[config.mk]
export PLATFORM = sky130hd
export DESIGN_NAME = mem_stage_resp
export DESIGN_NICKNAME = d
export VERILOG_FILES = /design/src/rtl/mem_stage_resp.sv
export SDC_FILE = /design/constraint.sdc
export NUM_CORES = 1
export LEC_CHECK = 0
export CAP_MARGIN = 20
export CORE_ASPECT_RATIO = 0.6
export CORE_MARGIN = 2
export CORE_UTILIZATION = 30
export CTS_CLUSTER_DIAMETER = 40
export DETAILED_ROUTE_END_ITERATION = 10
export GPL_ROUTABILITY_DRIVEN = 0
export PLACE_DENSITY_LB_ADDON = 0.08
export SYNTH_ARGS = -nofsm -noshare
export SYNTH_HDL_FRONTEND = slang
export SYNTH_SLANG_ARGS = --single-unit
export TNS_END_PERCENT = 30
[constraint.sdc]
create_clock -name clk -period 16.5 [get_ports clk]
set_input_delay 1.65 -clock clk [delete_from_list [all_inputs] [get_ports clk]]
set_output_delay 1.65 -clock clk [all_outputs]
set_load 0.05 [all_outputs]
[src/rtl/mem_stage_resp.sv]
//==============================================================================
// Module   : mem_stage_resp
// Purpose  : MEM pipeline stage between EXE and WB. Waits for the data-SRAM
//            response of a request already issued by EXE. Aligns and sign- or
//            zero-extends load data, buffers a response that arrives while WB
//            is stalled, and counts/drops responses that belong to
//            instructions killed by a flush. Provides forwarding and
//            exception status upstream.
// Ports    : clk, resetn (sync, active-low), flush
//            EXE side : exe_to_mem_valid, mem_allowin, exe_pc, exe_result,
//                       exe_mem_op, exe_is_load, exe_req_sent, exe_rf_we,
//                       exe_rf_waddr, exe_side
//            SRAM     : data_sram_data_ok, data_sram_rdata
//            WB side  : wb_allowin, mem_to_wb_valid, mem_to_wb_pc, mem_rf_we,
//                       mem_rf_waddr, mem_rf_wdata, mem_side
//            Upstream : mem_fwd {valid&we, stall_load, waddr, wdata}, mem_ex
// Revision : 1.0 - initial release
//==============================================================================
`default_nettype none

module mem_stage_resp #(
   parameter int SIDE_W      = 79,
   parameter int MAX_DISCARD = 3
) (
   input  logic              clk,
   input  logic              resetn,
   input  logic              flush,
   input  logic              exe_to_mem_valid,
   output logic              mem_allowin,
   input  logic [31:0]       exe_pc,
   input  logic [31:0]       exe_result,
   input  logic [3:0]        exe_mem_op,
   input  logic              exe_is_load,
   input  logic              exe_req_sent,
   input  logic              exe_rf_we,
   input  logic [4:0]        exe_rf_waddr,
   input  logic [SIDE_W-1:0] exe_side,
   input  logic              data_sram_data_ok,
   input  logic [31:0]       data_sram_rdata,
   input  logic              wb_allowin,
   output logic              mem_to_wb_valid,
   output logic [31:0]       mem_to_wb_pc,
   output logic              mem_rf_we,
   output logic [4:0]        mem_rf_waddr,
   output logic [31:0]       mem_rf_wdata,
   output logic [SIDE_W-1:0] mem_side,
   output logic [38:0]       mem_fwd,
   output logic              mem_ex
);

   localparam int         c_CNT_W  = $clog2(MAX_DISCARD + 1);
   localparam logic [3:0] c_OP_LDB  = 4'd0;
   localparam logic [3:0] c_OP_LDH  = 4'd1;
   localparam logic [3:0] c_OP_LDW  = 4'd2;
   localparam logic [3:0] c_OP_LDBU = 4'd8;
   localparam logic [3:0] c_OP_LDHU = 4'd9;

   typedef enum logic [1:0] {
      S_IDLE = 2'd0,
      S_WAIT = 2'd1,
      S_HOLD = 2'd2
   } state_t;

   // Control registers (reset)
   state_t               r_state;
   logic                 r_mem_valid;
   logic [c_CNT_W-1:0]   r_discard_cnt;
   logic                 r_buf_valid;

   // Payload registers (not reset)
   logic [31:0]          r_pc;
   logic [31:0]          r_result;
   logic [3:0]           r_mem_op;
   logic                 r_is_load;
   logic                 r_rf_we;
   logic [4:0]           r_rf_waddr;
   logic [SIDE_W-1:0]    r_side;
   logic [31:0]          r_buf_data;

   // Combinational
   state_t               w_state_nxt;
   logic                 w_ready_go;
   logic                 w_live_ok;
   logic                 w_drop;
   logic                 w_accept;
   logic                 w_leave;
   logic                 w_cnt_inc;
   logic [c_CNT_W-1:0]   w_cnt_nxt;
   logic [31:0]          w_load_word;
   logic [7:0]           w_byte;
   logic [15:0]          w_half;
   logic [31:0]          w_load_ext;
   logic [31:0]          w_wdata;
   logic                 w_stall_load;

   // A response only belongs to the current instruction once every stale
   // response ahead of it has been consumed.
   assign w_live_ok = data_sram_data_ok & (r_discard_cnt == '0);
   assign w_drop    = data_sram_data_ok & (r_discard_cnt != '0);

   assign mem_allowin = ~r_mem_valid | (w_ready_go & wb_allowin);
   assign w_accept    = exe_to_mem_valid & mem_allowin;
   assign w_leave     = r_mem_valid & w_ready_go & wb_allowin;

   // A flushed instruction still waiting on its response leaves that
   // response in flight; it must be swallowed when it eventually arrives.
   assign w_cnt_inc = flush & (r_state == S_WAIT) & ~w_live_ok;

   //---------------------------------------------------------------------------
   // FSM: state register
   //---------------------------------------------------------------------------
   always_ff @(posedge clk) begin
      if (!resetn) begin
         r_state <= S_IDLE;
      end else begin
         r_state <= w_state_nxt;
      end
   end

   //---------------------------------------------------------------------------
   // FSM: next state and ready_go
   //---------------------------------------------------------------------------
   always_comb begin
      w_state_nxt = r_state;
      w_ready_go  = 1'b1;

      case (r_state)
         S_WAIT:  w_ready_go = w_live_ok;
         default: w_ready_go = 1'b1;
      endcase

      if (flush) begin
         w_state_nxt = S_IDLE;
      end else if (w_accept) begin
         w_state_nxt = exe_req_sent ? S_WAIT : S_IDLE;
      end else begin
         case (r_state)
            S_WAIT: begin
               if (w_live_ok) begin
                  w_state_nxt = wb_allowin ? S_IDLE : S_HOLD;
               end
            end
            S_HOLD: begin
               if (wb_allowin) begin
                  w_state_nxt = S_IDLE;
               end
            end
            default: w_state_nxt = S_IDLE;
         endcase
      end
   end

   //---------------------------------------------------------------------------
   // Discard counter next value: a flush-increment and a drop in the same
   // cycle cancel out.
   //---------------------------------------------------------------------------
   always_comb begin
      w_cnt_nxt = r_discard_cnt;
      if (w_cnt_inc && !w_drop) begin
         w_cnt_nxt = r_discard_cnt + c_CNT_W'(1);
      end else if (!w_cnt_inc && w_drop) begin
         w_cnt_nxt = r_discard_cnt - c_CNT_W'(1);
      end
   end

   //---------------------------------------------------------------------------
   // Control registers
   //---------------------------------------------------------------------------
   always_ff @(posedge clk) begin
      if (!resetn) begin
         r_mem_valid   <= 1'b0;
         r_discard_cnt <= '0;
         r_buf_valid   <= 1'b0;
      end else begin
         if (flush) begin
            r_mem_valid <= 1'b0;
         end else if (w_accept) begin
            r_mem_valid <= 1'b1;
         end else if (w_leave) begin
            r_mem_valid <= 1'b0;
         end
         r_discard_cnt <= w_cnt_nxt;
         r_buf_valid   <= (w_state_nxt == S_HOLD);
      end
   end

   always_ff @(posedge clk) begin
      if (resetn && w_cnt_inc && !w_drop) begin
         assert (r_discard_cnt != c_CNT_W'(MAX_DISCARD));
      end
   end

   //---------------------------------------------------------------------------
   // Payload and response buffer
   //---------------------------------------------------------------------------
   always_ff @(posedge clk) begin
      if (w_accept) begin
         r_pc       <= exe_pc;
         r_result   <= exe_result;
         r_mem_op   <= exe_mem_op;
         r_is_load  <= exe_is_load;
         r_rf_we    <= exe_rf_we;
         r_rf_waddr <= exe_rf_waddr;
         r_side     <= exe_side;
      end
   end

   always_ff @(posedge clk) begin
      if ((r_state == S_WAIT) && w_live_ok && !wb_allowin) begin
         r_buf_data <= data_sram_rdata;
      end
   end

   //---------------------------------------------------------------------------
   // Load alignment and extension
   //---------------------------------------------------------------------------
   assign w_load_word = r_buf_valid ? r_buf_data : data_sram_rdata;
   assign w_half      = r_result[1] ? w_load_word[31:16] : w_load_word[15:0];

   always_comb begin
      case (r_result[1:0])
         2'd0:    w_byte = w_load_word[7:0];
         2'd1:    w_byte = w_load_word[15:8];
         2'd2:    w_byte = w_load_word[23:16];
         default: w_byte = w_load_word[31:24];
      endcase
   end

   always_comb begin
      case (r_mem_op)
         c_OP_LDB:  w_load_ext = {{24{w_byte[7]}}, w_byte};
         c_OP_LDBU: w_load_ext = {24'd0, w_byte};
         c_OP_LDH:  w_load_ext = {{16{w_half[15]}}, w_half};
         c_OP_LDHU: w_load_ext = {16'd0, w_half};
         c_OP_LDW:  w_load_ext = w_load_word;
         default:   w_load_ext = 32'd0;
      endcase
   end

   assign w_wdata      = r_is_load ? w_load_ext : r_result;
   assign w_stall_load = r_mem_valid & r_is_load & ~w_ready_go;

   //---------------------------------------------------------------------------
   // Outputs
   //---------------------------------------------------------------------------
   assign mem_to_wb_valid = r_mem_valid & w_ready_go;
   assign mem_to_wb_pc    = r_pc;
   assign mem_rf_we       = r_rf_we;
   assign mem_rf_waddr    = r_rf_waddr;
   assign mem_rf_wdata    = w_wdata;
   assign mem_side        = r_side;
   assign mem_fwd         = {r_mem_valid & r_rf_we, w_stall_load, r_rf_waddr, w_wdata};
   assign mem_ex          = r_mem_valid & r_side[0];

endmodule

`default_nettype wire
==> impl_metrics.ini <==
[run_status]
outcome = finished, final reports clean

[timing]
max_slew_margin_pct = 35.0
rsz0062_at_grt = no
max_freq_ghz = 0.158
fin_crit_ns = 6.34
fin_tns_setup_ns = 0
period_share_pct = 38.4
worst_pin_slew_ns = 0.975
fin_worst_skew_ns = 0.00744
hold_viol_final = 0
slew_violations = 0
setup_viol = 0

[finish]
fin_nets = 1043
seq_area_um2 = 5710
drive_gt1_share_pct = 7.67
area_delta_synth_final_pct = 58.8
multiInputGateArea_um2 = 1640
fillers = 2226

[clock_tree]
postCtsSetupBuffers = 0
htree_num_levels = 4
ctsResizeCount = 0
root_buffer = clkbuf_16
ctsHoldBuffers = 0
numCtsBuffers = 17
clk_pin_slew_worst_paths_ns = 0.07
cts_max_path_buffers = 2
cts_tree = done
clk_latency_ns = 0.45
clkSinkCount = 192

[critical_path]
cp.buffers_inverters = 2
worstPathRequired_ns = 14.85
crit_slowest_cell = clkdlybuf4s50_1
slowest_delay_ns = 0.95
ff2ff_setup_slack_ns = 13.30
r2r_end = mem_side[15]
end_kind = output pin
critPathKind = in2out
cp-start-kind = input port
cp_top_family = buffers and inverters
crit_fanout = 16
reg2reg_from = r_discard_cnt[0]
arrival_ns = 4.69
rr_worst_depth = 6
path_common_cell = clkdlybuf4s50_1
cp_cell_sequence = clkdlybuf4s50_1, mux2_2, nor2_1, nor4b_4, a211oi_1, o22ai_1, clkdlybuf4s50_1

[placed_design]
hpwl_mm = 19.4
io_buffers = 383

[logic_synthesis]
synth_edf_count = 186
synth.most_common_cell = edfxtp_1
yosysSeqAreaShare_pct = 72.7
syn_area_um2 = 7840
yosys.cell_types.count = 51
synth_compound_area_share_pct = 7.42
yosys_warnings = 0
yosys.area_share.simple_pct = 7.18
synth.largest_area_cell = edfxtp_1
ys.flop_type = edfxtp_1
yosysTopAreaCellShare_pct = 71.2
syn_area_per_cell_um2 = 15.8
synthXorXnorAreaFrac_pct = 0.223
synth_seq_cells = 192
syn_inst = 497
async_reset_ff_share_pct = 0
syn-num-nets = 693
synth_area_leaders = edfxtp_1, buf_4, mux2i_1
synth_mux_area_share_pct = 5.39
synth_top_family_by_area = compound AO/OA/AOI/OAI gates
synthAdderAreaFrac_pct = 0.479
yosys-top-cells-count = edfxtp_1, buf_4, inv_1

[global_routing]
grt_start_max_net_pins = 83
grt_pass1_wl_mm = 35.1
gr-usage-met2_pct = 28.3
busiest_layer = met2
use_met3_pct = 5.84
antenna_found_initial = 3
use_met1_pct = 23.3
overflow = 0
grt_use_total_pct = 17.9
grt_pass1_vias = 5537

[pwr]
leakagePower_uw = 0.00431
switching_share_pct = 28.6
power_frac_seq_pct = 45.1
internal_power_uw = 908
combPwrFrac_pct = 20.1
ir_worst_vdd_mv = 0.0550
power_uw = 1270
p_switching_uw = 364
pwr-share-clk_pct = 34.8
cellPowerDensity_nw_per_um2 = 102

[drt]
drc_errors = 0
drtIter0Drc = 417
wl_per_cell_um = 20.7
ant_nets = 0
vias = 5534
post_drt_via_cell_ratio = 4.55
routed_wirelength_mm = 25.2
dr.pass1.iters = 5

[floorplanning]
placementRows = 45
io_pins = 384
coreArea_um2 = 25500
die_y_um = 129
dieArea_um2 = 27500
initial_core_util_pct = 30.8
fp.dieW_um = 213

[min_path]
min_to = r_discard_cnt[1]
hold_path.class = reg2reg
holdPathStages = 2
hp-start = r_discard_cnt[1]

[job]
max_cap_violations = 0
[metal layers]
layer,up-vias,wire (um)
li1,2573,-
met1,2694,10700
met2,246,12100
met4,2,335
met3,19,2080
met5,-,13
[how the worst max path moves through the flow]
stage                              startpoint  slack [ns]          endpoint  cells after the start
after detailed placement  data_sram_rdata[23]       10.13  mem_rf_wdata[15]                      7
after floorplan             data_sram_data_ok        9.46        r_state[0]                      5
final                     data_sram_rdata[15]       10.16  mem_rf_wdata[23]                      7
after global routing      data_sram_rdata[15]        9.98  mem_rf_wdata[15]                      7
after CTS                 data_sram_rdata[23]       10.13  mem_rf_wdata[15]                      7
after global placement    data_sram_rdata[23]       10.19  mem_rf_wdata[15]                      7
[registers in the layout (all words and copies together), names as in the netlist]
signal         count
mem_rf_waddr       5
mem_side          79
mem_to_wb_pc      32
r_discard_cnt      2
r_buf_data        32
r_is_load          1
r_buf_valid        1
r_result          32
mem_rf_we          1
r_mem_valid        1
r_state            2
r_mem_op           4
[layout by cell type (no fill, tap or decap), types with 2 or more instances in the layout]
cell type        netlist  layout
clkdlybuf4s50_1        0     383
edfxtp_1             186     186
inv_1                 34      34
o22ai_1               32      32
nor2_1                22      22
mux2i_1               22      22
clkbuf_16              0      17
nor3_1                16      16
nor2b_1               12      12
o21ai_0               11      11
nand2b_1              10      10
nand2_1                9       9
a311o_1                7       7
mux4_2                 7       7
a31oi_1                7       7
a222oi_1               6       6
buf_4                 40       6
nand3_2                5       5
dfxtp_1                6       5
mux2_2                 4       4
and2_1                 4       4
clkinv_4               0       4
diode_2                0       3
a221oi_1               3       3
a21oi_1                3       3
ha_1                   3       3
bufinv_16              0       3
and3_1                 2       2
nand3b_1               2       2
a211oi_1               2       2
nand3_1                2       2
inv_8                  0       2
inv_6                  0       2
clkinv_8               0       2
[kinds of logic after synthesis]
logic type	count (synthesis)
fa+ha+maj	3
xor+xnor	2
flops	192
mux	33
buf+inv	93
compound gates	79
simple gates	95
[worst register-to-register path: stages, from the launching register on]
cell and delay, ns:
dfxtp_1 0.35, or3b_1 0.45, a21bo_2 0.29, a21boi_4 0.14, buf_4 0.38, buf_16 0.30
buf_4 0.90
[power groups by stage]
stage	combinational, uW	clock, uW	sequential [uW]
floorplan	88.2	0	645
global placement	255	0	584
detailed placement	256	0	585
CTS	257	456	574
global route	267	475	576
finish	256	442	574
[metrics by stage]
stage	hold WS [ns]	instances	instance area [um2]	worst slack, ns	utilization, %
final	0.521	1215	12500	10.16	48.8
after global routing	0.544	1212	12400	9.98	48.8
after CTS	0.519	1211	12400	10.13	48.7
after detailed placement	0.507	1179	11800	10.13	46.2
after global placement	0.485	1179	11800	10.19	46.2
after floorplan	0.470	497	7840	9.46	-
[cell type report]
| type | instances | share of cell area [%] |
|---|---|---|
| sequential | 192 | 45.8 |
| multi-input combinational | 212 | 13.1 |
| tap | 352 | 3.54 |
| inverter | 34 | 1.02 |
| antenna | 3 | 0.0603 |
| clock buffer | 17 | 3.42 |
| timing repair buffer | 390 | 31.4 |
| clock inverter | 15 | 1.66 |
Power figures use the tool's default switching activity.
